$ cat config.mk
export PLATFORM = sky130hd
export DESIGN_NAME = conv_tile_loader
export DESIGN_NICKNAME = d
export VERILOG_FILES = /design/src/rtl/conv_tile_loader.sv
export SDC_FILE = /design/constraint.sdc
export NUM_CORES = 1
export LEC_CHECK = 0
export CORE_MARGIN = 5
export CORE_UTILIZATION = 50
export CTS_CLUSTER_DIAMETER = 200
export DETAILED_ROUTE_END_ITERATION = 10
export PLACE_DENSITY = 0.72
export SLEW_MARGIN = 30
export SYNTH_ARGS = -nofsm -noshare
export SYNTH_HDL_FRONTEND = slang
export SYNTH_SLANG_ARGS = --single-unit
$ cat constraint.sdc
create_clock -name clk -period 3.8 [get_ports clk]
set_input_delay 1.14 -clock clk [delete_from_list [all_inputs] [get_ports clk]]
set_output_delay 1.14 -clock clk [all_outputs]
set_load 0.1 [all_outputs]
$ cat src/rtl/conv_tile_loader.sv
// Serial byte loader for the 3x3 conv stage: stages a filter and a tile, then hands both off
// as one parallel job under valid/ready, with staging double-buffered against the output.
module conv_tile_loader #(
  parameter int unsigned DATA_W = 8,
  parameter int unsigned TILE_N = 4,
  parameter int unsigned FILT_N = 3
) (
  input  logic                              clk,
  input  logic                              rst,
  input  logic                              pix_valid,
  input  logic [DATA_W-1:0]                 pix_data,
  output logic                              pix_ready,
  input  logic                              reload_filter,
  output logic                              tile_valid,
  input  logic                              tile_ready,
  output logic [TILE_N*TILE_N*DATA_W-1:0]   tile_data,
  output logic [FILT_N*FILT_N*DATA_W-1:0]   filter_data,
  output logic [7:0]                        tiles_sent
);

  localparam int unsigned TILE_SZ = TILE_N * TILE_N;
  localparam int unsigned FILT_SZ = FILT_N * FILT_N;
  localparam int unsigned TIDX_W  = $clog2(TILE_SZ);
  localparam int unsigned FIDX_W  = $clog2(FILT_SZ);
  localparam int unsigned CNT_W   = (TIDX_W > FIDX_W) ? TIDX_W : FIDX_W;

  typedef enum logic {FILT, TILE} phase_t;

  phase_t                      phase, phase_nxt;
  logic [CNT_W-1:0]            cnt;
  logic                        stg_full;
  logic [DATA_W-1:0]           tile_stg [TILE_SZ];
  logic [DATA_W-1:0]           filt_stg [FILT_SZ];
  logic [TILE_SZ*DATA_W-1:0]   tile_flat;
  logic [FILT_SZ*DATA_W-1:0]   filt_flat;
  logic                        acc, xfer, filt_last, tile_last, handshake;

  assign pix_ready = !stg_full;

  // Handshake qualifiers; a byte is never accepted on the same edge as a job transfer.
  always_comb begin
    acc       = pix_valid && !stg_full;
    xfer      = stg_full && (!tile_valid || tile_ready);
    handshake = tile_valid && tile_ready;
    filt_last = acc && (phase == FILT) && (cnt == CNT_W'(FILT_SZ - 1));
    tile_last = acc && (phase == TILE) && (cnt == CNT_W'(TILE_SZ - 1));
  end

  // Slot 0 lands in the most significant byte of each bus.
  always_comb begin
    tile_flat = '0;
    filt_flat = '0;
    for (int unsigned i = 0; i < TILE_SZ; i++)
      tile_flat[(TILE_SZ-1-i)*DATA_W +: DATA_W] = tile_stg[i];
    for (int unsigned i = 0; i < FILT_SZ; i++)
      filt_flat[(FILT_SZ-1-i)*DATA_W +: DATA_W] = filt_stg[i];
  end

  always_ff @(posedge clk) begin
    if (rst) phase <= FILT;
    else     phase <= phase_nxt;
  end

  always_comb begin
    phase_nxt = phase;
    if (xfer)           phase_nxt = reload_filter ? FILT : TILE;
    else if (filt_last) phase_nxt = TILE;
  end

  always_ff @(posedge clk) begin
    if (rst) begin
      cnt         <= '0;
      stg_full    <= 1'b0;
      tile_valid  <= 1'b0;
      tile_data   <= '0;
      filter_data <= '0;
      tiles_sent  <= '0;
      for (int unsigned i = 0; i < TILE_SZ; i++) tile_stg[i] <= '0;
      for (int unsigned i = 0; i < FILT_SZ; i++) filt_stg[i] <= '0;
    end else begin
      if (acc) begin
        if (phase == FILT) filt_stg[FIDX_W'(cnt)] <= pix_data;
        else               tile_stg[TIDX_W'(cnt)] <= pix_data;
        cnt <= (filt_last || tile_last) ? '0 : cnt + CNT_W'(1);
        if (tile_last) stg_full <= 1'b1;
      end
      // Filter staging is kept across transfers so a filter is reused until reloaded.
      if (xfer) begin
        tile_data   <= tile_flat;
        filter_data <= filt_flat;
        tile_valid  <= 1'b1;
        stg_full    <= 1'b0;
      end else if (handshake) begin
        tile_valid <= 1'b0;
      end
      if (handshake) tiles_sent <= tiles_sent + 8'd1;
    end
  end

endmodule

==> results.yml, run 1 <==
setup_path:
  slowest_delay_ps: 660
  crit_slowest_cell: "clkdlybuf4s50_1"
  start_kind: "input port"
  critPathLaunch: "pix_valid"
  endpoint_kind: "register"
  crit_required_ps: 4000
  worstPathArrival_ps: 3160
  worstSetupPathType: "in -> reg"
  crit_family: "simple AND/OR/NAND/NOR gates"
  rr_startpoint: "cnt[2]"
  worstPathMaxFanout: 21
  cp_cell_sequence: "clkdlybuf4s50_1 -> nor4b_4 -> and2_1 -> a21o_1"
  cp_num_buf_inv: 1
power:
  seqPwrFrac_pct: 50.6
  p_sw_share_pct: 20.5
  p_sw_mw: 1.94
  leakage_nw: 7.06
  ir_worst_vdd_mv: 0.300
  p_int_mw: 7.53
  power.density_mw_per_mm2: 493
  clkPwrFrac_pct: 47.0
  pwr-share-comb_pct: 2.4
clock_tree:
  hold_buffers: 0
  path_clk_slew_ps: 60
  insertion_delay_ps: 540
  cts_setup_buffers: 0
  cts_resized: 0
  cts_made_buffers: 44
  htreeDepth: 2
  cts-root-buf: "clkbuf_16"
  cts.sinks: 415
  cts_tree: "done"
  clock_path_buffers: 3
timing:
  period_needed_ps: 2960
  fin_skew_ps: 10.1
  slew-limit-headroom_pct: 32.0
  finalCritPeriodShare_pct: 77.9
  setup_viol_count_final: 0
  finalMaxSlewViolations: 0
  holdWs_ps: 475
  fmax_mhz: 338
  tightest_slew_ps: 1020
  rsz0062_at_grt: "no"
  hold_viol: 0
  tns_ps: 0
outcome:
  status: "complete, no violations"
die:
  row_count: 65
  fp.dieH_um: 188
  core_area_sq_mm: 0.0314
  initial_core_util_pct: 50.4
  die_area_sq_mm: 0.0353
  io_pins: 223
  die_x_um: 188
global_route:
  antenna_found_initial: 0
  grt_pass1_vias: 11756
  grt.total_usage_pct: 23.5
  grt_pass1_wl_um: 66700
  gr-total-overflow: 0
  grt_max_degree: 203
logic_synthesis:
  yosysTopAreaCellShare_pct: 38.0
  synth_nets: 1542
  async_flop_share_pct: 0
  syn-mean-instance-area_sq_um: 10.4
  synth-seq-cells: 415
  netlist_area_sq_mm: 0.0158
  yosys.area.top_type: "edfxtp_1"
  synthTopCellsByArea: "edfxtp_1 (38%), dfxtp_1 (27%), a21oi_1 (6.5%)"
  synth-seq-area-share_pct: 65.2
  synth_warnings: 0
  syn_inst: 1523
  synth_edf_count: 200
  yosys.cell_types.count: 46
  synthFlopType: "dfxtp_1"
place:
  io_buffers: 222
  hpwl_um: 26900
  gp_congestion: 0.843
routing:
  routedWlPerCell_um: 20.3
  drtIter0Drc: 1211
  drt_first_pass_iters: 6
  ant_nets: 0
  vias_per_cell: 5.77
  vias: 12127
  finalWirelength_um: 42700
  drcViolationCount: 0
finish:
  area_growth_pct: 21.5
  drive_gt1_share_pct: 19.6
  fin_nets: 1684
  antenna_cells: 0
hold_path:
  hp-start: "tile_data[39]"
  hold_path.class: "reg -> reg"
job:
  drv_cap: 0
[layer usage]
layer | part of all wire, % | GRT usage, %
met1 | 41 | 31.5
met4 | 3.7 | 9.03
met3 | 8.2 | 5.38
met5 | 0 | 0
met2 | 47 | 37.4
[placed cells by master (no fill, tap or decap), types with 5 or more instances in the layout]
master           Yosys  routed
a21o_1               7       7
a21oi_1            207     207
clkbuf_8             0       6
buf_12               0       8
dfxtp_1            215     214
o21ai_0            203     203
a31o_2               7       7
clkdlybuf4s50_1      0      11
ha_1                 6       6
bufinv_16            0       5
edfxtp_1           200     200
nand2_1             49      49
buf_4                1     232
clkbuf_16            0      47
clkbuf_1           103      10
clkinv_2             0       8
o21bai_1             8       8
nand3_1            205     205
and2_1              18      18
nor2_1             151     150
and3_1              42      42
[per-stage QoR]
stage | utilization, % | power (mW) | area (sq um) | worst slack, ps | cells
5_1_grt | 61.2 | 9.77 | 19200 | 704 | 2103
3_3_place_gp | 56.3 | 5.11 | 17700 | 407 | 2021
4_1_cts | 61.2 | 9.53 | 19200 | 875 | 2103
6_report | 61.2 | 9.47 | 19200 | 841 | 2103
3_5_place_dp | 56.3 | 5.11 | 17700 | 312 | 2021
2_1_floorplan | - | 5.01 | 15800 | 964 | 1523
[worst register-to-register path, delay by kind of cell (launching register included)]
| kind | cells | cell delay [ps] |
|---|---|---|
| and+or+nand+nor | 2 | 770 |
| DFF | 1 | 620 |
| buffers and inverters | 1 | 210 |
| AOI/OAI and AO/OA | 1 | 410 |
[worst paths after layout]
kind / end / slack [ps] / depth (start not counted)
worst max register to register: filt_stg[4][2] / 1440 / 4
worst min-delay path: tile_data[39] / 470 / 2
worst min register to register: tile_data[39] / 470 / 2
worst max-delay path: filt_stg[4][2] / 840 / 4
[cells by family after synthesis]
kind of cell	after synthesis	synth area share, %
XOR/XNOR	4	0.221
buffers and inverters	160	4.40
adder cells (fa/ha/maj)	6	0.474
AND/OR/NAND/NOR	498	15.3
multiplexers	1	0.0712
AO/OA/AOI/OAI	439	14.4
flip-flops	415	65.2
[power groups by stage]
stage / clock network [mW] / registers [mW] / logic [mW]
final: 4.45 / 4.79 / 0.226
after global routing: 4.73 / 4.80 / 0.242
after CTS: 4.51 / 4.79 / 0.225
after detailed placement: 0 / 4.89 / 0.224
after global placement: 0 / 4.89 / 0.219
after floorplan: 0 / 4.87 / 0.137
[sequential cells by signal, summed over array words and instances, names as in the netlist]
signal	cells
tile_data	128
stg_full	1
filter_data	72
tile_valid	1
filt_stg	72
tile_stg	128
cnt	4
phase	1
tiles_sent	8
[cells in the mapped netlist, types with 3 or more instances]
| master | n |
|---|---|
| o21ai_0 | 203 |
| or4_1 | 3 |
| and3_1 | 42 |
| nor2_1 | 151 |
| a31o_2 | 7 |
| and2_1 | 18 |
| nand4_1 | 3 |
| nor2b_1 | 3 |
| ha_1 | 6 |
| o21bai_1 | 8 |
| buf_1 | 3 |
| nand3_1 | 205 |
| dfxtp_1 | 215 |
| clkbuf_1 | 103 |
| buf_2 | 44 |
| a21o_1 | 7 |
| or3_1 | 3 |
| xor2_1 | 3 |
| inv_1 | 3 |
| buf_6 | 5 |
| a21oi_1 | 207 |
| nand2_1 | 49 |
| nand2b_1 | 4 |
| edfxtp_1 | 200 |
[area by class of cell]
class | instances | area [sq um]
Inverter | 4 | 17.5
Clock inverter | 19 | 235
Tap cell | 402 | 503
Fill cell | 2554 | 12200
Clock buffer | 63 | 1300
Timing Repair Buffer | 252 | 2020
Multi-Input combinational cell | 948 | 4830
Sequential cell | 415 | 10300
Note: power is estimated with default switching activity, not from simulation.
==> inputs of run 2 (changes only) <==
Settings changed: CORE_UTILIZATION 50 to 49, PLACE_DENSITY 0.72 to 0.74.
Clock period 3.8 ns to 2.54 ns, I/O delays scaled along.
==> results.yml, run 2 (same netlist as run 1, synthesis figures left out) <==
clock_tree:
  cts.sinks: 415
  path_clk_slew_ps: 60
  cts_made_buffers: 43
  insertion_delay_ps: 530
  clock_path_buffers: 3
  htreeDepth: 2
  cts_setup_buffers: 0
  cts_resized: 0
  cts-root-buf: "clkbuf_16"
  cts_tree: "done"
  hold_buffers: 0
outcome:
  status: "complete, no violations"
routing:
  drt_first_pass_iters: 6
  routedWlPerCell_um: 20.2
  vias: 12385
  drcViolationCount: 0
  finalWirelength_um: 42900
  ant_nets: 0
  vias_per_cell: 5.82
  drtIter0Drc: 1174
finish:
  final_common_cell: "buf_4"
  multi_input_area_sq_mm: 0.00482
  stdcell_area_sq_mm: 0.0194
  reg_top3: "tile_data x128, tile_stg x128"
  fin_util_pct: 61.2
  final_cell_mix: "buf_4 (258), dfxtp_1 (214), a21oi_1 (207), nand3_1 (205), o21ai_0 (203)"
  drive_gt1_share_pct: 20.7
  fin_nets: 1710
  area_growth_pct: 22.6
  antenna_cells: 0
  fillers: 2573
  seqCellArea_sq_mm: 0.0103
die:
  die_x_um: 190
  die_area_sq_mm: 0.0360
  fp.dieH_um: 190
  initial_core_util_pct: 49.9
  core_area_sq_mm: 0.0317
  io_pins: 223
  row_count: 65
setup_path:
  worstPathMaxFanout: 8
  crit_family: "flip-flops"
  crit_required_ps: 1780
  worstPathArrival_ps: 1390
  crit_slowest_cell: "dfxtp_1"
  cp_cell_sequence: "buf_4"
  cp_num_buf_inv: 1
  start_kind: "register"
  endpoint_kind: "output pin"
  slowest_delay_ps: 500
  worstSetupPathType: "reg -> out"
global_route:
  antenna_found_initial: 0
  grt_pass1_vias: 11706
  grt_max_degree: 203
  grt_pass1_wl_um: 65900
  grt.total_usage_pct: 23.0
  gr-total-overflow: 0
timing:
  tightest_slew_ps: 777
  layout_setup_ws_ps: 386
  finalCritPeriodShare_pct: 84.8
  setup_viol_count_final: 0
  slew-limit-headroom_pct: 48.2
  hold_viol: 0
  period_needed_ps: 2150
  tns_ps: 0
  rsz0062_at_grt: "no"
  fin_skew_ps: 13.5
  finalMaxSlewViolations: 0
  fmax_mhz: 464
job:
  drv_cap: 0
power:
  ir_worst_vdd_mv: 0.426
  power.density_mw_per_mm2: 729
  p_total_mw: 14.1
  leakage_nw: 7.19
place:
  pre_cts_slack_ps: -116
  io_buffers: 222
  gp_congestion: 0.842
  hpwl_um: 27600
  placed_cell_area_sq_mm: 0.0179
hold_path:
  hold_path.class: "reg -> reg"
run 2: path summary, 6_finish.rpt:
| kind | from | endpoint | slack [ps] | depth (start not counted) |
|---|---|---|---|---|
| setup reg to reg | cnt[0] | filt_stg[2][0] | 660 | 4 |
| hold reg to reg | filter_data[9] | filter_data[9] | 470 | 2 |
| hold / removal | filter_data[9] | filter_data[9] | 470 | 2 |
| setup / recovery | tile_valid | tile_valid | 390 | 1 |
run 2: per-layer routing:
metal	GRT usage [%]	vias to the layer above	share of wire [%]
met5	0	-	0
met4	6.37	0	2.7
met3	4.62	87	7.5
met2	38.3	482	48
met1	30.8	6055	42
li1	-	5761	-
run 2: metrics by stage:
stage / hold WS, ps / cells
after floorplan: 492 / 1523
after global placement: 463 / 2048
after detailed placement: 468 / 2048
after CTS: 476 / 2127
after global routing: 497 / 2127
final: 474 / 2127
run 2: worst register-to-register path: cells and delay by family (launching register included):
kind | cells | cell delay [ps]
compound gates | 1 | 320
fa+ha+maj | 1 | 490
buf+inv | 2 | 400
flops | 1 | 360
run 2: report_power, final:
part	switching [mW]	total, mW	leakage [nW]	internal [mW]
registers	0.0512	7.17	3.80	7.12
clock network	2.58	6.61	0.742	4.03
logic	0.269	0.362	2.65	0.0934
total	2.90	14.1	7.19	11.2
run 2: area by class of cell:
cell class | instances | area share (%)
Multi-Input combinational cell | 948 | 24.9
Clock buffer | 59 | 6.55
Sequential cell | 415 | 53.1
Timing Repair Buffer | 279 | 11.5
Inverter | 4 | 0.0903
Clock inverter | 20 | 1.22
Tap cell | 402 | 2.59
